### src/rtl/pipeline_hazard_controller.sv
// Hazard and stall sequencer for the F/D/E/M/W pipeline: operand forwarding,
// load-use stalls, branch flushes and a data-memory handshake FSM with watchdog.
module pipeline_hazard_controller #(
    parameter int MEM_TIMEOUT = 255,
    parameter int CNT_W       = 32
) (
    input  logic             clk,
    input  logic             rst,
    input  logic [4:0]       Rs1D,
    input  logic [4:0]       Rs2D,
    input  logic [4:0]       Rs1E,
    input  logic [4:0]       Rs2E,
    input  logic [4:0]       RdE,
    input  logic [4:0]       RdM,
    input  logic [4:0]       RdW,
    input  logic             ResultSrcE0,
    input  logic             PCSrcE,
    input  logic             RegWriteM,
    input  logic             RegWriteW,
    input  logic             MemAccessM,
    input  logic             dmem_ready,
    output logic [1:0]       ForwardAE,
    output logic [1:0]       ForwardBE,
    output logic             StallF,
    output logic             StallD,
    output logic             StallE,
    output logic             StallM,
    output logic             StallW,
    output logic             FlushD,
    output logic             FlushE,
    output logic             dmem_req,
    output logic             mem_timeout_err,
    output logic [CNT_W-1:0] stall_cycles,
    output logic [CNT_W-1:0] flush_events
);

    localparam int WCNT_W = (MEM_TIMEOUT < 1) ? 1 : $clog2(MEM_TIMEOUT + 1);
    localparam logic [WCNT_W-1:0] TMO = WCNT_W'(MEM_TIMEOUT);

    typedef enum logic {
        S_IDLE = 1'b0,
        S_WAIT = 1'b1
    } mem_state_e;

    mem_state_e        state_q, state_d;
    logic [WCNT_W-1:0] wcnt_q, wcnt_d;
    logic              err_q, err_d;
    logic [CNT_W-1:0]  stall_cnt_q, stall_cnt_d;
    logic [CNT_W-1:0]  flush_cnt_q, flush_cnt_d;

    logic              req_c;
    logic              mem_stall;
    logic              lw_stall;

    // M-stage result is newer than W-stage, so it wins when both match.
    function automatic logic [1:0] fwd_sel(input logic [4:0] rs,
                                           input logic       wr_m,
                                           input logic [4:0] rd_m,
                                           input logic       wr_w,
                                           input logic [4:0] rd_w);
        if (wr_m && (rd_m != 5'd0) && (rd_m == rs))
            return 2'b10;
        else if (wr_w && (rd_w != 5'd0) && (rd_w == rs))
            return 2'b01;
        else
            return 2'b00;
    endfunction

    function automatic logic [WCNT_W-1:0] sat_inc(input logic [WCNT_W-1:0] v);
        if (v >= TMO)
            return TMO;
        else
            return v + WCNT_W'(1);
    endfunction

    always_comb begin
        state_d = state_q;
        wcnt_d  = wcnt_q;
        err_d   = err_q;
        req_c   = 1'b0;
        case (state_q)
            S_IDLE: begin
                req_c = MemAccessM;
                if (MemAccessM && !dmem_ready) begin
                    state_d = S_WAIT;
                    wcnt_d  = '0;
                end
            end
            S_WAIT: begin
                req_c  = 1'b1;
                wcnt_d = sat_inc(wcnt_q);
                if (dmem_ready)
                    state_d = S_IDLE;
            end
            default: begin
                state_d = S_IDLE;
            end
        endcase
        if ((state_q == S_WAIT) && (wcnt_d == TMO))
            err_d = 1'b1;
    end

    assign mem_stall = req_c && !dmem_ready;
    assign lw_stall  = ResultSrcE0 && (RdE != 5'd0) && ((RdE == Rs1D) || (RdE == Rs2D));

    // Every control output is held inactive while reset is asserted.
    assign ForwardAE = rst ? 2'b00 : fwd_sel(Rs1E, RegWriteM, RdM, RegWriteW, RdW);
    assign ForwardBE = rst ? 2'b00 : fwd_sel(Rs2E, RegWriteM, RdM, RegWriteW, RdW);
    assign StallF    = !rst && (mem_stall || lw_stall);
    assign StallD    = !rst && (mem_stall || lw_stall);
    assign StallE    = !rst && mem_stall;
    assign StallM    = !rst && mem_stall;
    assign StallW    = !rst && mem_stall;
    assign FlushD    = !rst && PCSrcE && !mem_stall;
    assign FlushE    = !rst && (lw_stall || PCSrcE) && !mem_stall;
    assign dmem_req  = !rst && req_c;

    assign stall_cnt_d = stall_cnt_q + CNT_W'(StallF);
    assign flush_cnt_d = flush_cnt_q + CNT_W'(FlushD);

    always_ff @(posedge clk or posedge rst) begin
        if (rst) begin
            state_q     <= S_IDLE;
            wcnt_q      <= '0;
            err_q       <= 1'b0;
            stall_cnt_q <= '0;
            flush_cnt_q <= '0;
        end else begin
            state_q     <= state_d;
            wcnt_q      <= wcnt_d;
            err_q       <= err_d;
            stall_cnt_q <= stall_cnt_d;
            flush_cnt_q <= flush_cnt_d;
        end
    end

    assign mem_timeout_err = err_q;
    assign stall_cycles    = stall_cnt_q;
    assign flush_events    = flush_cnt_q;

endmodule

### config.mk
export PLATFORM = sky130hd
export DESIGN_NAME = pipeline_hazard_controller
export DESIGN_NICKNAME = d
export VERILOG_FILES = /design/src/rtl/pipeline_hazard_controller.sv
export SDC_FILE = /design/constraint.sdc
export NUM_CORES = 1
export LEC_CHECK = 0
export BUFFER_PORTS_ARGS = -buffer_cell sky130_fd_sc_hd__buf_2
export CORE_MARGIN = 8
export CORE_UTILIZATION = 30
export DETAILED_ROUTE_END_ITERATION = 8
export GPL_TIMING_DRIVEN = 0
export PLACE_DENSITY = 0.49
export SLEW_MARGIN = 20
export SYNTH_ARGS = -nofsm -noshare
export SYNTH_HDL_FRONTEND = slang
export SYNTH_SLANG_ARGS = --single-unit
### constraint.sdc
create_clock -name clk -period 7.13 [get_ports clk]
set_input_delay 1.0695 -clock clk [delete_from_list [all_inputs] [get_ports clk]]
set_output_delay 1.0695 -clock clk [all_outputs]
set_load 0.005 [all_outputs]
* After elaboration in Yosys (flattened, before gate mapping) *
Cells that the tools add are included.

word-level totals
  bits in registers = 74
  output and inout port bits = 77
  bits of input ports = 43

operators by class
  bitwise operators = 1
  equal/unequal tests = 7
  muxes and demuxes = 13
  magnitude comparators = 1
  reductions and logical operators = 27
  add/subtract/negate cells = 3

operators with widths
  cell                   count
  $add A32 B1 Y32        2
  $eq A5 B5 Y1           6
  $logic_and A1 B1 Y1    18
  $mux W8                2
  $pmux W8 S2            1
  $reduce_bool A5 Y1     3
  $add A8 B1 Y8 const B  1
  $eq A8 B8 Y1 const B   1
  $ge A8 B8 Y1 const B   1
  $mux W2                4
  $mux W1                4
  $pmux W1 S2            2
  $logic_not A1 Y1       3
  $logic_or A1 B1 Y1     3
  $not A1 Y1             1

* Depth between registers and ports, before layout *
  depth in word-level cells = 6
  gate-level depth with buffers = 13

* Least setup slack after synthesis *
OpenSTA, ideal clock, no wires.

  kind = input-to-output
  from = input port rst
  to = output port ForwardAE[0]
  stages = 4
  data arrival time = 3.689 ns
  path slack = 2.372 ns
  data required time = 6.060 ns
  cell sequence = inv_1 o211ai_1 or4_1 nor4_1

on the way
  cells in the longest elaborated chain, start to end = 1

ends and longest elaborated chain
  element          line  source
  start, declared  8     input logic rst,
  $mux W2          107   assign ForwardAE = rst ? 2'b00 : fwd_sel(Rs1E, RegWriteM, RdM, RegWriteW, RdW);
  end, declared    22    output logic [1:0] ForwardAE,

Every way passes these cells.

* Final worst setup path *
Same ends and word-level chain as after synthesis.

==> impl_metrics.json <==
{
  "synth_most_common_cell": "dfrtp_1",
  "cp_max_fo": 44,
  "yosysTopAreaCell": "dfrtp_1",
  "startpoint_type": "primary input",
  "placed_cells": 640,
  "synthTopCellsByArea": "dfrtp_1 (49%), xnor2_1 (14%), xor2_1 (6.8%)",
  "grt-ovfl-total": 0,
  "maxCapViolations": 0,
  "dr.pass1.iters": 4,
  "io_buffers": 119,
  "initial_utilization": 0.302,
  "final_cells": 655,
  "period_needed_ns": 3.92,
  "reg2reg_depth": 12,
  "multi_input_area_um2": 1830,
  "tritoncts": "yes",
  "timing.rr.start": "state_q",
  "antenna_found_initial": 0,
  "p_sw_uw": 275,
  "min_path_cells": 1,
  "syn_inst": 348,
  "path_clk_slew_ns": 0.05,
  "synth-edff-count": 0,
  "hold_end": "stall_cycles[31]",
  "dieArea_um2": 16300,
  "drtIter0Drc": 94,
  "htreeDepth": 3,
  "postRouteWirelength_um": 9030,
  "syn_avg_cell_area_um2": 10.8,
  "crit_arrival_ns": 2.85,
  "synthFlopType": "dfrtp_1",
  "final-hold-violation-count": 0,
  "die_h_um": 128,
  "fin_tns_setup_ns": 0,
  "gp_congestion": 0.805,
  "cts_buffers": 9,
  "fill_cells": 1289,
  "synth-seq-cells": 74,
  "max-clock-path-buffers": 2,
  "hp-start": "stall_cycles[31]",
  "regArea_um2": 1850,
  "ys_warn_count": 0,
  "fin_hold_ws_ns": 0.463,
  "grt_pass1_vias": 3130,
  "period_share": 0.550,
  "pin_count": 120,
  "grt_first_pass_wirelength_um": 15000,
  "wl_per_cell_um": 13.8,
  "seq_area_frac_synth": 0.494,
  "worstPathRequired_ns": 6.06,
  "netlist-cell-type-count": 38,
  "cts.sink_count": 74,
  "drv_slew": 0,
  "grt_use_total": 0.114,
  "internal_power_uw": 751,
  "num_antenna_cells": 0,
  "p_sw_frac": 0.268,
  "cts_setup_buffers": 0,
  "die_x_um": 128,
  "power.density_nw_per_um2": 212,
  "synthArstFlopShare": 1.00,
  "layout.nets": 527,
  "outcome": "finished, final reports clean",
  "skew_ns": 0.00454,
  "timing.rr.end": "stall_cycles[26]",
  "synth_common_cells": "dfrtp_1 (74), xnor2_1 (62), nand3_1 (38), xor2_1 (29), nand2_1 (28)",
  "row_count": 41,
  "power_frac_seq": 0.487,
  "end_kind": "output port",
  "core_region_area_um2": 12400,
  "syn_nets": 396,
  "cts_resized": 0,
  "max-slew-margin-rel": 0.701,
  "r2r_slack_ns": 4.14,
  "vdd_ir_drop_max_mv": 0.101,
  "vias": 2972,
  "viasPerCell": 4.54,
  "p_leak_uw": 0.00244,
  "postCtsHoldBufs": 0,
  "rsz0062_at_grt": "false",
  "ant_nets": 0,
  "timing_worst_slew_pin_value_ns": 0.445,
  "layout-drive-gt1-share": 0.306,
  "combPwrFrac": 0.130,
  "root_buffer": "clkbuf_16",
  "setup_viol": 0,
  "fmax_ghz": 0.255,
  "netlist_area_um2": 3750,
  "worstSkewPairLatency_ns": 0.33,
  "hold_path.class": "reg2reg",
  "synth_top_cell_area_share": 0.494,
  "areaGrowthSynthToFinish_pct": 29.2,
  "drc": 0,
  "crit_type": "in2out",
  "hpwl_um": 7140,
  "grt_max_degree": 45,
  "clockPowerShare": 0.383
}
-- worst max-delay path by stage --
stage	from	to	slack, ns	depth (start not counted)
after floorplan	rst	ForwardAE[0]	2.37	4
after global placement	rst	stall_cycles[26]	1.27	11
after detailed placement	RdE[3]	stall_cycles[26]	3.06	14
after CTS	rst	ForwardAE[0]	3.12	7
after global routing	rst	ForwardAE[0]	2.96	7
final	rst	ForwardAE[0]	3.21	7
-- layout make-up --
type                            instances  area share
Sequential cell                        74       0.382
Multi-Input combinational cell        261       0.378
Timing Repair Buffer                  120       0.129
Clock buffer                           11      0.0481
Tap cell                              172      0.0444
Buffer                                  6     0.00801
Inverter                                7     0.00594
Clock inverter                          4     0.00413
-- placed cells by master, fill, tap and decap left out, types with 2 or more instances in the layout --
cell type / instances
a21oi_1: 4
a31oi_1: 5
and2_1: 7
and3_1: 15
and4_1: 8
buf_2: 120
buf_4: 4
clkbuf_1: 3
clkbuf_16: 9
clkinv_2: 4
dfrtp_1: 74
ha_1: 5
inv_1: 6
nand2_1: 28
nand2b_1: 2
nand3_1: 38
nand4_1: 6
nor2_1: 11
nor3_1: 10
nor4_1: 3
nor4_4: 2
o21a_1: 2
o21ai_0: 6
or4_1: 4
xnor2_1: 62
xor2_1: 29
-- critical path: stages --
cell and delay [ns]:
buf_2 0.14, inv_4 0.34, buf_16 0.28, o211ai_1 0.14, or4_1 0.53, nor4_1 0.17, buf_2 0.16
-- metal layers --
| layer | GRT usage | up-vias | part of all wire |
|---|---|---|---|
| li1 | - | 1474 | - |
| met1 | 0.137 | 1385 | 0.45 |
| met2 | 0.176 | 101 | 0.44 |
| met3 | 0.0512 | 12 | 0.090 |
| met4 | 0.0441 | 0 | 0.013 |
| met5 | 0 | - | 0 |
-- power groups by stage --
stage	Sequential [µW]	Combinational (µW)	Clock (µW)
5_1_grt	507	152	425
2_1_floorplan	501	66.7	0
4_1_cts	501	139	411
3_5_place_dp	508	138	0
3_3_place_gp	506	135	0
6_report	500	134	393
-- metrics by stage --
stage / area (µm²) / total power [µW] / util / worst slack (ns)
finish: 4840 / 1030 / 0.390 / 3.21
global placement: 4560 / 641 / 0.367 / 1.27
global route: 4840 / 1080 / 0.390 / 2.96
CTS: 4840 / 1050 / 0.390 / 3.12
detailed placement: 4590 / 647 / 0.370 / 3.06
floorplan: 3750 / 568 / - / 2.37
-- sequential cells by signal (all words and copies together), names as in the netlist --
name and flops:
flush_events 32, stall_cycles 32, wcnt_q 8, mem_timeout_err 1, state_q 1
-- kinds of logic after synthesis --
group,Yosys count,share of synthesized area
XOR/XNOR,91,0.213
AO/OA/AOI/OAI,23,0.0397
flip-flops,74,0.494
buffers and inverters,13,0.0174
AND/OR/NAND/NOR,142,0.220
adder cells (fa/ha/maj),5,0.0167
Power figures use the tool's default switching activity.
